File: config.mk
export PLATFORM = sky130hd
export DESIGN_NAME = regfile_mp_flat
export DESIGN_NICKNAME = d
export VERILOG_FILES = /design/src/rtl/regfile_mp_if.sv /design/src/rtl/regfile_mp.sv /design/src/flat_wrapper.sv
export SDC_FILE = /design/constraint.sdc
export NUM_CORES = 2
export LEC_CHECK = 0
export ABC_CLOCK_PERIOD_IN_PS = 2700
export CORE_MARGIN = 10
export CORE_UTILIZATION = 65
export CTS_CLUSTER_DIAMETER = 120
export DETAILED_ROUTE_END_ITERATION = 8
export PLACE_DENSITY = 0.83
export SLEW_MARGIN = 5
export SYNTH_ARGS = -nofsm -noshare
export SYNTH_HDL_FRONTEND = slang
export SYNTH_SLANG_ARGS = --single-unit
File: constraint.sdc
create_clock -name clk -period 2.7 [get_ports clk]
set_input_delay 0.27 -clock clk [delete_from_list [all_inputs] [get_ports clk]]
set_output_delay 0.27 -clock clk [all_outputs]
set_load 0.005 [all_outputs]
File: src/rtl/regfile_mp_if.sv
// Decode-stage register file bus: read ports, writeback, issue and scoreboard view.
interface regfile_mp_if #(
  parameter int unsigned DATA_W = 32,
  parameter int unsigned ADDR_W = 5,
  parameter int unsigned NUM_RD = 2
);
  logic [NUM_RD*ADDR_W-1:0] readreg;
  logic [NUM_RD*DATA_W-1:0] readdata;
  logic [NUM_RD-1:0]        rd_busy;
  logic                     regwrite;
  logic [ADDR_W-1:0]        writereg;
  logic [DATA_W-1:0]        writedata;
  logic                     issue_valid;
  logic [ADDR_W-1:0]        issue_reg;
  logic [(2**ADDR_W)-1:0]   busy_vec;

  modport master (
    output readreg, regwrite, writereg, writedata, issue_valid, issue_reg,
    input  readdata, rd_busy, busy_vec
  );

  modport slave (
    input  readreg, regwrite, writereg, writedata, issue_valid, issue_reg,
    output readdata, rd_busy, busy_vec
  );
endinterface

File: src/rtl/regfile_mp.sv
// Multi-read-port register file with write-through bypass, hardwired r0
// and a pending-write scoreboard for the decode-stage hazard unit.
module regfile_mp #(
  parameter int unsigned DATA_W   = 32,
  parameter int unsigned ADDR_W   = 5,
  parameter int unsigned NUM_RD   = 2,
  parameter int unsigned BYPASS   = 1,
  parameter int unsigned ZERO_REG = 1
) (
  input logic         clk,
  input logic         rst_n,
  regfile_mp_if.slave bus
);
  localparam int unsigned DEPTH = 2**ADDR_W;

  logic [DATA_W-1:0] mem_q [DEPTH];
  logic [DATA_W-1:0] mem_d [DEPTH];
  logic [DEPTH-1:0]  busy_q;
  logic [DEPTH-1:0]  busy_d;

  logic                     wr_zero_c;
  logic                     iss_zero_c;
  logic [NUM_RD*DATA_W-1:0] readdata_c;
  logic [NUM_RD-1:0]        rd_busy_c;

  assign wr_zero_c  = (ZERO_REG != 0) && (bus.writereg == '0);
  assign iss_zero_c = (ZERO_REG != 0) && (bus.issue_reg == '0);

  // Next array/scoreboard state; the issue is applied last so a new producer wins.
  always_comb begin
    mem_d  = mem_q;
    busy_d = busy_q;
    if (bus.regwrite && !wr_zero_c) begin
      mem_d[bus.writereg] = bus.writedata;
    end
    if (bus.regwrite) begin
      busy_d[bus.writereg] = 1'b0;
    end
    if (bus.issue_valid && !iss_zero_c) begin
      busy_d[bus.issue_reg] = 1'b1;
    end
  end

  always_ff @(posedge clk or negedge rst_n) begin
    if (!rst_n) begin
      for (int unsigned k = 0; k < DEPTH; k++) begin
        mem_q[k] <= '0;
      end
      busy_q <= '0;
    end else begin
      mem_q  <= mem_d;
      busy_q <= busy_d;
    end
  end

  // Combinational read ports; the bypass is held off while in reset.
  always_comb begin
    logic [ADDR_W-1:0] idx;
    logic              hit;
    logic              zero;
    idx        = '0;
    hit        = 1'b0;
    zero       = 1'b0;
    readdata_c = '0;
    rd_busy_c  = '0;
    for (int unsigned i = 0; i < NUM_RD; i++) begin
      idx  = bus.readreg[i*ADDR_W +: ADDR_W];
      zero = (ZERO_REG != 0) && (idx == '0);
      hit  = (BYPASS != 0) && rst_n && bus.regwrite && (bus.writereg == idx) && !zero;
      if (zero) begin
        readdata_c[i*DATA_W +: DATA_W] = '0;
      end else if (hit) begin
        readdata_c[i*DATA_W +: DATA_W] = bus.writedata;
      end else begin
        readdata_c[i*DATA_W +: DATA_W] = mem_q[idx];
      end
      rd_busy_c[i] = busy_q[idx] && !hit;
    end
  end

  assign bus.readdata = readdata_c;
  assign bus.rd_busy  = rd_busy_c;
  assign bus.busy_vec = busy_q;
endmodule

File: src/flat_wrapper.sv
// flat-port wrapper written by rule: the top's interface ports become plain ports
module regfile_mp_flat 
#(
  parameter int unsigned DATA_W   = 32,
  parameter int unsigned ADDR_W   = 5,
  parameter int unsigned NUM_RD   = 2,
  parameter int unsigned BYPASS   = 1,
  parameter int unsigned ZERO_REG = 1
)
  (clk, rst_n, bus_readreg, bus_regwrite, bus_writereg, bus_writedata, bus_issue_valid, bus_issue_reg, bus_readdata, bus_rd_busy, bus_busy_vec);
  regfile_mp_if #(.DATA_W(DATA_W), .ADDR_W(ADDR_W), .NUM_RD(NUM_RD)) bus_i ();
  input logic clk;
  input logic rst_n;
  input wire logic [$bits(bus_i.readreg)-1:0] bus_readreg;
  input wire logic [$bits(bus_i.regwrite)-1:0] bus_regwrite;
  input wire logic [$bits(bus_i.writereg)-1:0] bus_writereg;
  input wire logic [$bits(bus_i.writedata)-1:0] bus_writedata;
  input wire logic [$bits(bus_i.issue_valid)-1:0] bus_issue_valid;
  input wire logic [$bits(bus_i.issue_reg)-1:0] bus_issue_reg;
  output wire logic [$bits(bus_i.readdata)-1:0] bus_readdata;
  output wire logic [$bits(bus_i.rd_busy)-1:0] bus_rd_busy;
  output wire logic [$bits(bus_i.busy_vec)-1:0] bus_busy_vec;
  assign bus_i.readreg = bus_readreg;
  assign bus_i.regwrite = bus_regwrite;
  assign bus_i.writereg = bus_writereg;
  assign bus_i.writedata = bus_writedata;
  assign bus_i.issue_valid = bus_issue_valid;
  assign bus_i.issue_reg = bus_issue_reg;
  assign bus_readdata = bus_i.readdata;
  assign bus_rd_busy = bus_i.rd_busy;
  assign bus_busy_vec = bus_i.busy_vec;
  regfile_mp #(.DATA_W(DATA_W), .ADDR_W(ADDR_W), .NUM_RD(NUM_RD), .BYPASS(BYPASS), .ZERO_REG(ZERO_REG)) u_core (.clk(clk), .rst_n(rst_n), .bus(bus_i));
endmodule
==> impl_metrics.json <==
{
  "status": "finished, violations left",
  "violations": "negative setup slack",
  "slew_headroom_pct": 31.7,
  "vias_per_cell": 7.36,
  "ff2ff_setup_slack_ps": 1570,
  "top_layer": "met5",
  "reg2reg_depth": 4,
  "min_path_type": "primary input to register",
  "syn_area_per_cell_sq_um": 12.5,
  "rows": 109,
  "clkTransAtPathRegs_ps": 60,
  "power.switching_w": 0.0142,
  "htreeDepth": 3,
  "ys_types": 47,
  "dieArea_sq_um": 101000,
  "clock_path_buffers": 3,
  "numCtsBuffers": 110,
  "grt_pass1_vias": 46000,
  "maxSlewViolCount": 0,
  "synth.most_common_cell": "dfrtp_1",
  "clock_latency_ps": 710,
  "cp.arrival_ps": 2530,
  "crit_path_end": "bus_readdata[55]",
  "wl_mm": 204,
  "cp-end-kind": "primary output",
  "critPathMaxStageDelay_ps": 430,
  "multi_input_area_sq_um": 29600,
  "die_h_microns": 318,
  "crit_top_cell": "buf_6",
  "wl_met3_mm": 26.7,
  "cellPowerDensity_nw_per_um2": 698,
  "ys_seq_area_share_pct": 45.7,
  "netlist_area_sq_um": 57900,
  "synth_warnings": 0,
  "grt.overflow.total": 0,
  "dieWidth_microns": 318,
  "drt-pass1-iter-count": 6,
  "synth_seq_cells": 1056,
  "start_util_pct": 65.5,
  "fin_skew_ps": 0,
  "antenna_found_initial": 8,
  "syn_to_final_growth_pct": 18.4,
  "sw_frac_of_total_pct": 29.8,
  "reg2reg_to": "u_core.bus.busy_vec[0]$_DFF_PN0_",
  "io_pins": 154,
  "period_needed_ps": 2800,
  "worst_slack_ps": -103,
  "synth-edff-count": 0,
  "hold_viol_final": 0,
  "post-place-ws_ps": -469,
  "p_leak_nw": 32.1,
  "track_usage_pct": 37.9,
  "fp.coreArea_sq_um": 88400,
  "grt_start_max_net_pins": 180,
  "fillers": 4949,
  "hp-start": "bus_writedata[16]",
  "tritoncts": "done",
  "clock_power_share_pct": 32.6,
  "synth_nets": 4703,
  "ir_drop_uv": 584,
  "numClockSinks": 1056,
  "hold_depth": 2,
  "synth_ff_type": "dfrtp_1",
  "p_int_w": 0.0336,
  "combPwrFrac_pct": 22.5,
  "drc": 0,
  "critPathRequiredTime_ps": 2430,
  "r2r_start": "u_core.bus.busy_vec[0]$_DFF_PN0_",
  "synth_largest_area_cell": "dfrtp_1",
  "timing.hold.ws_ps": 280,
  "crit_path_start": "bus_writereg[1]",
  "dp_hpwl_mm": 121,
  "syn_inst": 4647,
  "synthTopCellsByCount": "dfrtp_1, mux2_2, mux2i_1",
  "setup_violations": 14,
  "worstMarginPinSlew_ps": 1030,
  "m1WireLength_mm": 71.4,
  "seqPwrFrac_pct": 44.8,
  "synth_top_area_share_pct": 45.7,
  "max_clock_freq_mhz": 357,
  "clockRootBuffer": "clkbuf_16",
  "min_period_over_period_pct": 104,
  "nets": 4979,
  "synth_area_leaders": "dfrtp_1, mux2_2, mux2i_1, a22oi_1, mux4_2",
  "crit_chain": "dlygate4sd2_1 -> buf_6 -> xnor2_2 -> nand2_2 -> buf_6 -> o31a_4 -> buf_12 -> buf_4 -> nor3b_2 -> a22o_2 -> buf_6",
  "met2_length_mm": 89.1,
  "path_buf_inv": 6,
  "antenna_left": 0,
  "drt_iter0_markers": 6614,
  "rsz0062_at_grt": "yes",
  "slowest_stage": "o31a_4",
  "portBuffers": 153,
  "seqCellArea_sq_um": 26400,
  "wl_per_cell_microns": 33.0,
  "worstSetupPathType": "primary input to primary output",
  "ys_async_sr_fraction_pct": 100,
  "drive_above_1_share_pct": 37.2,
  "globalplace.congestion": 0.913,
  "grt_pass1_wl_mm": 294,
  "cap_violations": 0,
  "dr_total_vias": 45500,
  "cp.depth": 11,
  "critPathLaunchType": "primary input",
  "path_max_fanout": 9,
  "cpLargestDelayFamily": "buffers and inverters"
}
==> cell type report <==
cell class,count,share of cell area [%]
clock inverter,36,0.544
tap,1165,2.13
timing repair buffer,660,10.6
clock buffer,164,4.82
sequential,1056,38.6
antenna,4,0.0146
multi-input combinational,3095,43.3
==> placed cells by master (no fill, tap or decap), types with 84 or more instances in the layout <==
cell type,count
a21oi_1,111
a22oi_1,378
buf_12,145
buf_4,329
clkbuf_16,114
dfrtp_1,1055
mux2_2,982
mux2i_1,929
nand2_1,84
nand3_1,196
==> cell families (layout without fill, tap and decap cells) <==
group,Yosys count,count (layout),synth area share [%]
mux,2009,2009,38.4
flops,1056,1056,45.7
compound gates,634,634,7.81
buf+inv,496,860,4.15
simple gates,442,442,3.83
xor+xnor,10,10,0.151
other cells,0,4,0
==> repair_timing <==
action / in CTS / in global routing
hold endpoints to repair: 101 / 0
setup endpoints to repair: 66 / 50
hold buffers: 1 / 0
cloned: 4 / 1
pin swaps: 36 / 44
setup buffers: 47 / 14
resized for setup: 185 / 56
==> registers in the layout (all words and copies together), names as in the netlist <==
signal,count
u_core.mem_q,1024
u_core.bus.busy_vec,32
==> power by group through the flow <==
stage               Sequential [W]  Clock [W]  Combinational [W]
CTS                         0.0212     0.0155             0.0104
global route                0.0217     0.0162             0.0114
global placement            0.0211          0            0.00973
finish                      0.0214     0.0156             0.0108
detailed placement          0.0214          0             0.0101
floorplan                   0.0207          0            0.00688
==> per-layer routing <==
layer  up-vias  GRT usage [%]
met5         -          0.965
met4        10           27.0
met3      1086           12.2
met2      3550           56.1
met1     22900           46.3
li1      18000              -
==> worst min path at each step <==
| stage | to | slack (ps) |
|---|---|---|
| after floorplan | u_core.bus.busy_vec[0]$_DFF_PN0_ | -30 |
| after global placement | u_core.mem_q[1006]$_DFFE_PN0P_ | 380 |
| after detailed placement | u_core.mem_q[1013]$_DFFE_PN0P_ | 390 |
| after CTS | u_core.mem_q[976]$_DFFE_PN0P_ | 280 |
| after global routing | u_core.mem_q[976]$_DFFE_PN0P_ | 290 |
| final | u_core.mem_q[976]$_DFFE_PN0P_ | 280 |
==> metrics by stage <==
step,power (W),utilization (%),std cells,instance area (sq um),setup TNS (ps)
finish,0.0478,77.5,6180,68500,-651
global route,0.0493,77.5,6176,68500,-1130
CTS,0.0471,77.1,6161,68200,-266
detailed placement,0.0315,72.1,5909,63700,-20990
global placement,0.0309,72.1,5909,63700,-18030
floorplan,0.0276,-,4647,57900,0
(Power assumes the default switching activity.)
==> variant (config.mk and constraints unchanged) <==
`NUM_RD` is set to 2 in 3 places; all go to 1.
--- a/src/rtl/regfile_mp_if.sv
+++ b/src/rtl/regfile_mp_if.sv
@@ -4,3 +4,3 @@
   parameter int unsigned ADDR_W = 5,
-  parameter int unsigned NUM_RD = 2
+  parameter int unsigned NUM_RD = 1
 );
--- a/src/rtl/regfile_mp.sv
+++ b/src/rtl/regfile_mp.sv
@@ -5,3 +5,3 @@
   parameter int unsigned ADDR_W   = 5,
-  parameter int unsigned NUM_RD   = 2,
+  parameter int unsigned NUM_RD   = 1,
   parameter int unsigned BYPASS   = 1,
--- a/src/flat_wrapper.sv
+++ b/src/flat_wrapper.sv
@@ -5,3 +5,3 @@
   parameter int unsigned ADDR_W   = 5,
-  parameter int unsigned NUM_RD   = 2,
+  parameter int unsigned NUM_RD   = 1,
   parameter int unsigned BYPASS   = 1,
Ports: changed (resized bus_rd_busy, bus_readdata and bus_readreg); port bits go from 154 to 116. The function was not compared with the original's and may differ.
==> variant against the original RTL <==
- the flow still finishes with violations (setup timing)
- largest power group unchanged
- first-iteration DRC count decreased by 48%
- hold slack improved by 98 ps
- non-clock buffer count decreased by 258
- sequential power decreased by 4%
- synthesized area decreased by 16%
- total power decreased by 10%
- combinational power decreased by 32%
- critical path type unchanged
- final cell count decreased by 23%
- final area decreased by 17%
- clock skew unchanged
- setup slack improved by 71 ps
- routed wire length decreased by 30%
- sequential share of layout area increased by 8.1 points
- sequential cell count unchanged
==> variant: results (changes against the original RTL) <==
Power
  – Power per cell area: 758 nW/um2 (was 698 nW/um2)
  – Worst IR drop on VDD: 0.648 mV (was 0.584 mV)
  – Clock power share: 0.349 (was 0.326)
  – Static Leakage: 26.6 nW (was 32.1 nW)
  – Gate power share: 0.171 (was 0.225)

Synth
  – Most common library cells after synthesis: 1,056 x dfrtp_1, 1,004 x mux2_2, 458 x mux2i_1, 180 x clkbuf_1, 144 x a22oi_1 (was 1,056 x dfrtp_1, 982 x mux2_2, 943 x mux2i_1, 386 x a22oi_1, 221 x clkbuf_1)
  – Synth area leaders: dfrtp_1 54%, mux2_2 23%, mux2i_1 9.4%, a22oi_1 2.2%, mux4_2 1.5% (was dfrtp_1 46%, mux2_2 19%, mux2i_1 16%, a22oi_1 5.0%, mux4_2 2.6%)
  – Post-synthesis sequential area ratio: 0.543 (was 0.457)
  – Post-synthesis mux area share: 0.343 (was 0.384)
  – Post-synthesis cell type count: 44 (was 47)
  – Xor and xnor area share after synthesis: 0.000900 (was 0.00151)

Critical path
  – Worst endpoint data arrival time: 2460 ps (was 2530 ps)
  – R2r setup slk: 1690 ps (was 1570 ps)
  – Reg2Reg Depth: 3 (was 4)
  – Worst r2r src: u_core.mem_q[438] (was u_core.bus.busy_vec[0])
  – Worst r2r dst: u_core.mem_q[438] (was u_core.bus.busy_vec[0])

Global route
  – Vias in the first global route: 34,200 (was 46,000)
  – Initial antenna violation count: 2 (was 8)
  – Largest net degree at the start of global routing: 196 (was 180)
  – First-pass GRT wire length: 211 mm (was 294 mm)

Placement
  – Routability cong.: 0.863 (was 0.913)
  – PortBufs: 115 (was 153)

Outcome
  – Status: finished with violations (unchanged)
  – Failing checks: setup timing (unchanged)

Finish
  – Sequential cells: 1,056 (unchanged)
  – Multi-input comb cells: 2,142 (was 3,095)
  – Non-clock buffer share: 0.0814 (was 0.106)
  – Multi-input gate share of total cell area: 0.367 (was 0.433)
  – Non-clk invs: 8 (was 0)
  – ClkCell Share: 0.0627 (was 0.0536)
  – Net count, final: 3,765 (was 4,979)
  – Fill cell total of the finished layout: 4,328 (was 4,949)
  – N_diodes: 0 (was 4)
  – Clkbuf count: 163 (was 164)

CTS
  – Inserted Clock Buffers: 104 (was 110)

Hold path
  – Worst hold-check path type: input pin to async pin (was input pin to flip-flop)

Routing
  – DRT iter0 DRCs: 3,416 (was 6,614)
  – Via density: 6.78 (was 7.36)
  – Final wirelength: 142 mm (was 204 mm)

STA
  – Worst setup margin: -31.8 ps (was -103 ps)
  – Final Setup Violations: 2 (was 14)
  – Rel. slew slack: 0.162 (was 0.317)
==> variant: metrics by stage <==
stage / area (um2) / hold WS [ps] / cells / setup WS [ps] / TNS, ps
2_1_floorplan: 48600 / -25.6 / 3568 / 756 / 0
3_3_place_gp: 52600 / 362 / 4547 / -499 / -15330
3_5_place_dp: 52600 / 363 / 4547 / -590 / -17840
4_1_cts: 56500 / 359 / 4762 / -44.8 / -50.4
5_1_grt: 56600 / 385 / 4770 / -77.7 / -357
6_report: 56600 / 378 / 4770 / -31.8 / -41.3
==> variant: kinds of logic after synthesis <==
kind of cell              after synthesis
muxes                                1499
DFF                                  1056
buffers and inverters                 370
AOI/OAI and AO/OA                     333
and+or+nand+nor                       305
xor gates and xnor gates                5
==> variant: repair_timing <==
action	CTS	global route
resized for setup	86	18
cloned	1	1
setup endpoints to repair	33	18
buffers inserted	20	7
pin swaps	20	12
hold buffers	1	0
hold endpoints to repair	327	0
==> variant: how the worst max path moves through the flow <==
stage / cells after the start / from / to
final: 12 / bus_readreg[2] / bus_readdata[21]
after global placement: 8 / bus_readreg[2] / bus_readdata[30]
after detailed placement: 9 / bus_readreg[2] / bus_readdata[21]
after floorplan: 10 / bus_readreg[0] / bus_readdata[17]
after CTS: 6 / u_core.mem_q[95] / bus_readdata[31]
after global routing: 11 / bus_readreg[4] / bus_readdata[21]
==> variant: metal layers <==
metal / routed length, um / track usage
met2: 68100 / 0.523
met1: 55400 / 0.420
met3: 11900 / 0.0673
met4: 6420 / 0.141
met5: 17 / 0
==> variant: worst max-delay path, stage by stage <==
cell	delay [ps]
dlygate4sd2_1	280
buf_4	160
xor2_2	180
nor4_2	200
buf_4	190
and3b_4	300
buf_12	160
buf_12	100
buf_12	120
buf_4	120
a22o_1	140
clkdlybuf4s15_1	220
